**src/rtl/mips_ctrl_pkg.sv**
```systemverilog
// Shared control definitions for the MIPS pipeline: forwarding select codes
// and the hazard controller's divide-sequencing FSM states.
package mips_ctrl_pkg;

  localparam logic [1:0] FWD_RF     = 2'b00;
  localparam logic [1:0] FWD_EXALU  = 2'b01;
  localparam logic [1:0] FWD_MEMALU = 2'b10;
  localparam logic [1:0] FWD_MEMLD  = 2'b11;

  typedef enum logic {
    ST_RUN      = 1'b0,
    ST_DIV_WAIT = 1'b1
  } state_t;

endpackage

```
**src/rtl/fwd_sel.sv**
```systemverilog
// Per-operand forwarding comparator: picks where one ID-stage source operand
// comes from, giving the younger EX producer priority over MEM.
module fwd_sel
  import mips_ctrl_pkg::*;
(
  input  logic [4:0] i_reg,
  input  logic       i_use,
  input  logic       i_exWreg,
  input  logic       i_exM2reg,
  input  logic [4:0] i_exRd,
  input  logic       i_memWreg,
  input  logic       i_memM2reg,
  input  logic [4:0] i_memRd,
  output logic [1:0] o_sel
);

  logic w_exHit;
  logic w_memHit;

  assign w_exHit  = i_exWreg  && (i_exRd  != 5'd0) && (i_exRd  == i_reg);
  assign w_memHit = i_memWreg && (i_memRd != 5'd0) && (i_memRd == i_reg);

  // A load still in EX has no data yet; the load-use stall covers that case.
  always_comb begin
    o_sel = FWD_RF;
    if (i_use) begin
      if (w_exHit && !i_exM2reg) begin
        o_sel = FWD_EXALU;
      end else if (w_memHit) begin
        o_sel = i_memM2reg ? FWD_MEMLD : FWD_MEMALU;
      end
    end
  end

endmodule

```
**src/rtl/hazard_ctrl.sv**
```systemverilog
// Hazard and sequencing controller for the 5-stage MIPS core: load-use stall,
// branch flush, operand forwarding, multi-cycle divide hold and perf counters.
module hazard_ctrl
  import mips_ctrl_pkg::*;
#(
  parameter int DIV_LAT = 8,
  parameter int CNT_W   = 16
) (
  input  logic             clock,
  input  logic             resetn,
  input  logic [4:0]       id_rs,
  input  logic [4:0]       id_rt,
  input  logic             id_use_rs,
  input  logic             id_use_rt,
  input  logic             branch_taken,
  input  logic             ex_wreg,
  input  logic             ex_m2reg,
  input  logic [4:0]       ex_rd,
  input  logic             ex_is_div,
  input  logic             mem_wreg,
  input  logic             mem_m2reg,
  input  logic [4:0]       mem_rd,
  output logic             LOADDEPEN,
  output logic             id_bubble,
  output logic             ex_hold,
  output logic             flush_if,
  output logic [1:0]       fwda,
  output logic [1:0]       fwdb,
  output logic             div_done,
  output logic [CNT_W-1:0] stall_cnt,
  output logic [CNT_W-1:0] flush_cnt
);

  localparam logic [7:0] DIV_RELOAD = 8'(DIV_LAT - 2);

  state_t           r_state;
  state_t           w_nextState;
  logic [7:0]       r_divCnt;
  logic [7:0]       w_nextDivCnt;
  logic             w_exHold;
  logic             w_loadUse;
  logic [CNT_W-1:0] r_stallCnt;
  logic [CNT_W-1:0] r_flushCnt;

  always_ff @(posedge clock or negedge resetn) begin
    if (!resetn) begin
      r_state  <= ST_RUN;
      r_divCnt <= 8'd0;
    end else begin
      r_state  <= w_nextState;
      r_divCnt <= w_nextDivCnt;
    end
  end

  // The first divide cycle holds from RUN, so DIV_WAIT only needs DIV_LAT-2
  // further hold cycles before the release cycle.
  always_comb begin
    w_nextState  = r_state;
    w_nextDivCnt = r_divCnt;
    w_exHold     = 1'b0;
    div_done     = 1'b0;
    case (r_state)
      ST_RUN: begin
        if (ex_is_div) begin
          w_exHold     = 1'b1;
          w_nextState  = ST_DIV_WAIT;
          w_nextDivCnt = DIV_RELOAD;
        end
      end
      ST_DIV_WAIT: begin
        if (r_divCnt != 8'd0) begin
          w_exHold     = 1'b1;
          w_nextDivCnt = r_divCnt - 8'd1;
        end else begin
          div_done    = 1'b1;
          w_nextState = ST_RUN;
        end
      end
      default: begin
        w_nextState = ST_RUN;
      end
    endcase
  end

  assign w_loadUse = ex_wreg && ex_m2reg && (ex_rd != 5'd0) &&
                     ((id_use_rs && (id_rs == ex_rd)) ||
                      (id_use_rt && (id_rt == ex_rd)));

  // A divide hold outranks the load-use stall, which outranks a branch flush.
  always_comb begin
    ex_hold   = w_exHold;
    LOADDEPEN = w_exHold || w_loadUse;
    id_bubble = !w_exHold && w_loadUse;
    flush_if  = !w_exHold && !w_loadUse && branch_taken;
  end

  always_ff @(posedge clock or negedge resetn) begin
    if (!resetn) begin
      r_stallCnt <= '0;
      r_flushCnt <= '0;
    end else begin
      if (LOADDEPEN && (r_stallCnt != '1)) begin
        r_stallCnt <= r_stallCnt + 1'b1;
      end
      if (flush_if && (r_flushCnt != '1)) begin
        r_flushCnt <= r_flushCnt + 1'b1;
      end
    end
  end

  assign stall_cnt = r_stallCnt;
  assign flush_cnt = r_flushCnt;

  fwd_sel u_fwdRs (
    .i_reg      (id_rs),
    .i_use      (id_use_rs),
    .i_exWreg   (ex_wreg),
    .i_exM2reg  (ex_m2reg),
    .i_exRd     (ex_rd),
    .i_memWreg  (mem_wreg),
    .i_memM2reg (mem_m2reg),
    .i_memRd    (mem_rd),
    .o_sel      (fwda)
  );

  fwd_sel u_fwdRt (
    .i_reg      (id_rt),
    .i_use      (id_use_rt),
    .i_exWreg   (ex_wreg),
    .i_exM2reg  (ex_m2reg),
    .i_exRd     (ex_rd),
    .i_memWreg  (mem_wreg),
    .i_memM2reg (mem_m2reg),
    .i_memRd    (mem_rd),
    .o_sel      (fwdb)
  );

endmodule

```
**config.mk**
```make
export PLATFORM = sky130hd
export DESIGN_NAME = hazard_ctrl
export DESIGN_NICKNAME = d
export VERILOG_FILES = /design/src/rtl/mips_ctrl_pkg.sv /design/src/rtl/fwd_sel.sv /design/src/rtl/hazard_ctrl.sv
export SDC_FILE = /design/constraint.sdc
export NUM_CORES = 1
export LEC_CHECK = 0
export ABC_CLOCK_PERIOD_IN_PS = 2550
export CAP_MARGIN = 20
export CORE_MARGIN = 2
export CORE_UTILIZATION = 57
export DETAILED_ROUTE_END_ITERATION = 6
export DONT_BUFFER_PORTS = 1
export PLACE_DENSITY = 0.75
export REMOVE_ABC_BUFFERS = 1
export SETUP_SLACK_MARGIN = 0.2
export SYNTH_ARGS = -nofsm -noshare
export SYNTH_HDL_FRONTEND = slang
export SYNTH_HIERARCHICAL = 1
export SYNTH_SLANG_ARGS = --single-unit
```
**constraint.sdc**
```tcl
create_clock -name clock -period 2.55 [get_ports clock]
set_input_delay 0.51 -clock clock [delete_from_list [all_inputs] [get_ports clock]]
set_output_delay 0.51 -clock clock [all_outputs]
set_load 0.02 [all_outputs]
```
==> impl_metrics.tcl, run 1 <==
set metrics [dict create \
    nFillCells 350 \
    critPathLaunchType "flop" \
    pin_count 71 \
    ys_ff_latch 41 \
    ir_worst_vdd_uv 644 \
    status "complete, no violations" \
    clock_path_buffers 2 \
    slew_headroom_pct 72.2 \
    numCtsBuffers 5 \
    multi_input_area_um2 1460 \
    wl_per_cell_um 16.6 \
    p_seq_share_pct 50.5 \
    setup_viol_count_final 0 \
    final_area_um2 2820 \
    clk_pin_slew_worst_paths_ns 0.08 \
    ys_seq_area_share_pct 41.2 \
    grt_pass1_vias 1880 \
    num_antenna_cells 0 \
    worstMarginPinSlew_ns 0.417 \
    p_int_mw 1.30 \
    gr-total-overflow 0 \
    hold_violations 0 \
    dpl.hpwl_um 3730 \
    fp.dieH_um 70.1 \
    syn_area_um2 2490 \
    fin_crit_ns 2.48 \
    r2r_end "flush_cnt[1]$_DFFE_PN0P_" \
    rows 24 \
    p_switching_mw 0.803 \
    cts-root-buf "clkbuf_8" \
    pwr-share-comb_pct 29.0 \
    h-tree-depth 2 \
    final_cell_mix "39 x dfrtp_1, 36 x xor2_1, 20 x xnor2_1" \
    critPathMaxFanout 4 \
    synth_flop_cell "dfrtp_1" \
    core_area_um2 4260 \
    hp-class "input port to asynchronous set/reset pin" \
    synthCells 250 \
    gr-usage-met2_pct 32.3 \
    worstSetupPathType "flop to output port" \
    p_leak_nw 1.23 \
    end_kind "output port" \
    placed_area_um2 2590 \
    layout.nets 301 \
    grt_max_degree 42 \
    cts_tree "yes" \
    dr.first_iter.drc_count 130 \
    antenna_found_initial 0 \
    worst_r2r_path_depth 7 \
    cp.required_ns 2.04 \
    viasPerCell 6.08 \
    routed-via-count 1941 \
    grt_pass1_wl_um 8760 \
    drtPass1Iterations 4 \
    drive_gt1_share_pct 17.6 \
    portBuffers 0 \
    top_usage_layer "met2" \
    insertion_delay_ns 0.29 \
    power_frac_clock_pct 20.4 \
    synth_edf_count 0 \
    yosys.cell_types.count 44 \
    die-area_um2 4910 \
    finalMaxSlewViolations 0 \
    r2r-start "r_divCnt[4]$_DFFE_PN0P_" \
    grt_setup_unrepaired "true" \
    finalCritPeriodShare_pct 97.2 \
    cts.sink_count 41 \
    antenna_left 0 \
    syn2layout_area_growth_pct 13.3 \
    max_clock_freq_mhz 404 \
    gr-usage-met1_pct 31.7 \
    power_density_nw_per_um2 747 \
    power.total_mw 2.11 \
    ys_warn_count 6 \
    floorplan.initialDensity_pct 58.3 \
    ff2ff_setup_slack_ns 0.31 \
    p_sw_share_pct 38.1 \
    final_common_cell "dfrtp_1" \
    cap_violations 0 \
    synth-async-reset-ratio_pct 100 \
    grt.total_usage_pct 22.2 \
    drc 0 \
    totalWireLength_um 5310 \
    dieWidth_um 70.1 \
    finalWeightedCongestion 0.800 \
    regArea_um2 1030 \
    avgSynthCellArea_um2 9.95 \
    use_met3_pct 5.19 \
    postLayoutCoreUtil_pct 66.1 \
    worst_ep_arrival_time_ns 1.97 \
    fin_skew_ns 0.00356 \
]
worst max-delay path, stage by stage (launching register included):
cell	delay [ns]
dfrtp_1	0.39
or4_4	0.56
o31a_4	0.31
a21oi_4	0.20
and2_4	0.23
per-stage QoR:
stage / setup WS (ns) / setup TNS [ns] / instances / hold WS (ns)
2_1_floorplan: -0.0240 / -0.0240 / 245 / 0.214
3_3_place_gp: 0.217 / 0 / 306 / 0.216
3_5_place_dp: 0.217 / 0 / 306 / 0.216
4_1_cts: 0.0416 / 0 / 318 / 0.0562
5_1_grt: -0.00693 / -0.00693 / 319 / 0.0467
6_report: 0.0727 / 0 / 319 / 0.0556
area by class of cell:
type	count	share of cell area, %
multi-input cells	194	51.9
flip-flops and latches	41	36.5
repair buffers	15	4.70
clock buffers	6	2.93
well taps	52	2.31
inverters	10	1.42
clock inverters	1	0.266
cells in the mapped netlist, drive strengths merged (4+ instances only):
cell	count	share of area [%]
dfrtp	41	41
xor2	36	13
xnor2	20	7.0
nor4	18	5.0
nand2	14	2.1
nand3	14	2.8
nor2	11	1.7
nor3	11	2.2
inv	10	1.5
and3	9	2.3
nand4	8	2.0
or3	5	1.3
a21oi	4	1.3
ha	4	2.0
o21ai	4	0.80
per-layer routing:
metal  up-vias  share of wire [%]
met5         -                  0
met1       925                 45
li1        938                  -
met4         0                1.8
met2        68                 46
met3        10                7.1
power groups by stage:
| stage | clock network, mW | logic [mW] | registers, mW |
|---|---|---|---|
| after global placement | 0 | 0.499 | 1.08 |
| after global routing | 0.479 | 0.695 | 1.09 |
| after detailed placement | 0 | 0.524 | 1.08 |
| after CTS | 0.448 | 0.593 | 1.06 |
| final | 0.430 | 0.612 | 1.06 |
| after floorplan | 0 | 0.413 | 1.04 |
worst max-delay path by stage:
stage                                 start                       end  slack (ns)  cells past startpoint
floorplan           r_divCnt[4]$_DFFE_PN0P_  flush_cnt[1]$_DFFE_PN0P_       -0.02                      6
global placement    r_divCnt[4]$_DFFE_PN0P_                 LOADDEPEN        0.22                      5
detailed placement  r_divCnt[4]$_DFFE_PN0P_                 LOADDEPEN        0.22                      5
CTS                 r_divCnt[2]$_DFFE_PN0P_                  flush_if        0.04                      4
global route        r_divCnt[4]$_DFFE_PN0P_                  flush_if      -0.007                      4
finish              r_divCnt[4]$_DFFE_PN0P_                  flush_if        0.07                      4
repair_timing:
action                     4_1_cts  5_1_grt
resized for setup                5       15
setup endpoints to repair        4       10
hold endpoints to repair        41        0
buffers inserted                 4        1
pin swaps                        4        2
hold buffers                     1        0
state kept, by name (all words and copies together) (netlist names):
name / cells
flush_cnt: 16
r_divCnt: 8
r_state: 1
stall_cnt: 16
kinds of logic (layout without fill, tap and decap cells):
logic type	Yosys count	in the layout	synth area share (%)
xor+xnor	56	56	19.7
buf+inv	15	32	2.77
simple gates	106	106	24.3
flops	41	41	41.2
compound gates	24	24	8.15
fa+ha+maj	4	4	2.01
mux	4	4	1.76
No activity file was read; power rests on OpenSTA's default activity.
==> inputs of run 2 (changes only) <==
- CORE_UTILIZATION: 57 -> 43
- DONT_BUFFER_PORTS: 1 -> not set
- GPL_ROUTABILITY_DRIVEN: not set -> 0
- PLACE_DENSITY: 0.75 -> 0.76
==> impl_metrics.tcl, run 2 (synthesis results as in run 1) <==
set metrics [dict create \
    pin_count 71 \
    dp.cells 422 \
    cts_tree "yes" \
    worstSetupPathType "flop to output port" \
    routed-via-count 2312 \
    fp.dieH_um 80.1 \
    multi_input_area_um2 1570 \
    worst_ep_arrival_time_ns 1.99 \
    dpl.hpwl_um 4700 \
    stdcell_count 433 \
    fin_crit_ns 2.50 \
    grt_pass1_wl_um 10100 \
    antenna_left 0 \
    dp_slack_ns -0.581 \
    clock_path_buffers 2 \
    cap_violations 0 \
    regArea_um2 1030 \
    clk_pin_slew_worst_paths_ns 0.08 \
    grt_setup_unrepaired "true" \
    worstMarginPinSlew_ns 0.900 \
    drtPass1Iterations 4 \
    postLayoutCoreUtil_pct 69.4 \
    nFillCells 419 \
    critPathLaunchType "flop" \
    critPathMaxFanout 3 \
    totalWireLength_um 6310 \
    ir_worst_vdd_uv 722 \
    die-area_um2 6410 \
    floorplan.initialDensity_pct 44.9 \
    cts-root-buf "clkbuf_8" \
    postCtsHoldBufs 0 \
    cts.sink_count 41 \
    h-tree-depth 2 \
    crit_chain "or4_4, o31a_4, a21oi_4, and2_4, buf_6" \
    hp-class "input port to asynchronous set/reset pin" \
    gr-total-overflow 0 \
    crit_slowest_cell "or4_4" \
    path_delay_family "simple AND/OR/NAND/NOR gates" \
    worst_slack_ns 0.0533 \
    portBuffers 70 \
    drc 0 \
    core_area_um2 5540 \
    drive_gt1_share_pct 26.3 \
    setup_viol_count_final 0 \
    cp.required_ns 2.04 \
    numCtsBuffers 5 \
    layout.nets 394 \
    rows 27 \
    status "complete, no violations" \
    viasPerCell 5.34 \
    fin_skew_ns 0.00631 \
    slew_headroom_pct 40.0 \
    finalMaxSlewViolations 0 \
    end_kind "output port" \
    grt.total_usage_pct 19.9 \
    grt_max_degree 42 \
    grt_pass1_vias 2221 \
    power_density_nw_per_um2 680 \
    p_leak_nw 1.75 \
    dieWidth_um 80.1 \
    cpPeakStageDelay_ns 0.55 \
    wl_per_cell_um 14.6 \
    path_buf_inv 1 \
    final_cell_mix "41 x dfrtp_1, 37 x clkdlybuf4s50_1, 35 x xor2_1" \
    final_common_cell "dfrtp_1" \
    hold_violations 0 \
    syn2layout_area_growth_pct 54.6 \
    num_antenna_cells 0 \
    finalCritPeriodShare_pct 97.9 \
    insertion_delay_ns 0.30 \
    max_clock_freq_mhz 401 \
    antenna_found_initial 0 \
    dr.first_iter.drc_count 78 \
    power.total_mw 2.61 \
    setup_tns_ns 0 \
]
-- run 2: metal layers --
metal	part of all wire, %	up-vias	global-route usage (%)
met2	48	69	32.8
met1	44	1107	26.7
met3	6.2	7	3.60
li1	-	1129	-
met5	0	-	0
met4	1.2	0	5.93
-- run 2: path summary, 6_finish.rpt --
path	from	slack (ns)	end	depth (start not counted)
worst min-delay path	resetn	0.33	flush_cnt[3]$_DFFE_PN0P_	1
worst max register to register	r_divCnt[4]$_DFFE_PN0P_	0.27	flush_cnt[5]$_DFFE_PN0P_	8
max in group asynchronous	resetn	1.65	stall_cnt[8]$_DFFE_PN0P_	1
worst min register to register	flush_cnt[10]$_DFFE_PN0P_	0.49	flush_cnt[10]$_DFFE_PN0P_	1
min in group clock	flush_cnt[10]$_DFFE_PN0P_	0.49	flush_cnt[10]$_DFFE_PN0P_	1
worst max-delay path	r_divCnt[4]$_DFFE_PN0P_	0.05	flush_if	5
-- run 2: what timing repair did --
action / CTS / global route
endpoints found under the hold margin: 0 / 0
pin swaps: 18 / 16
setup endpoints to repair: 30 / 20
resized for setup: 85 / 40
cloned: 0 / 0
buffers inserted: 1 / 2
-- run 2: through the flow --
step	hold slack (ns)	area, um2
after global routing	0.406	3840
after CTS	0.369	3700
final	0.325	3840
after detailed placement	0.476	3500
after global placement	0.472	3500
after floorplan	0.214	2460
-- run 2: worst reg2reg max path, delay by kind of cell (launching register included) --
kind / cells / cell delay [ns]
AO/OA/AOI/OAI: 2 / 0.48
XOR/XNOR: 1 / 0.18
buffers and inverters: 3 / 0.30
flip-flops: 1 / 0.38
AND/OR/NAND/NOR: 2 / 0.88
-- run 2: cell type report --
| cell class | instances | area share, % |
|---|---|---|
| multi-input cells | 194 | 40.9 |
| flip-flops and latches | 41 | 26.7 |
| repair buffers | 108 | 25.5 |
| well taps | 72 | 2.34 |
| clock buffers | 5 | 1.79 |
| clock inverters | 3 | 1.69 |
| inverters | 10 | 1.04 |
-- run 2: where the power goes --
| group | internal (mW) | total [mW] | switching [mW] |
|---|---|---|---|
| clock | 0.389 | 0.617 | 0.228 |
| sequential | 0.800 | 0.944 | 0.144 |
| combinational | 0.525 | 1.05 | 0.528 |
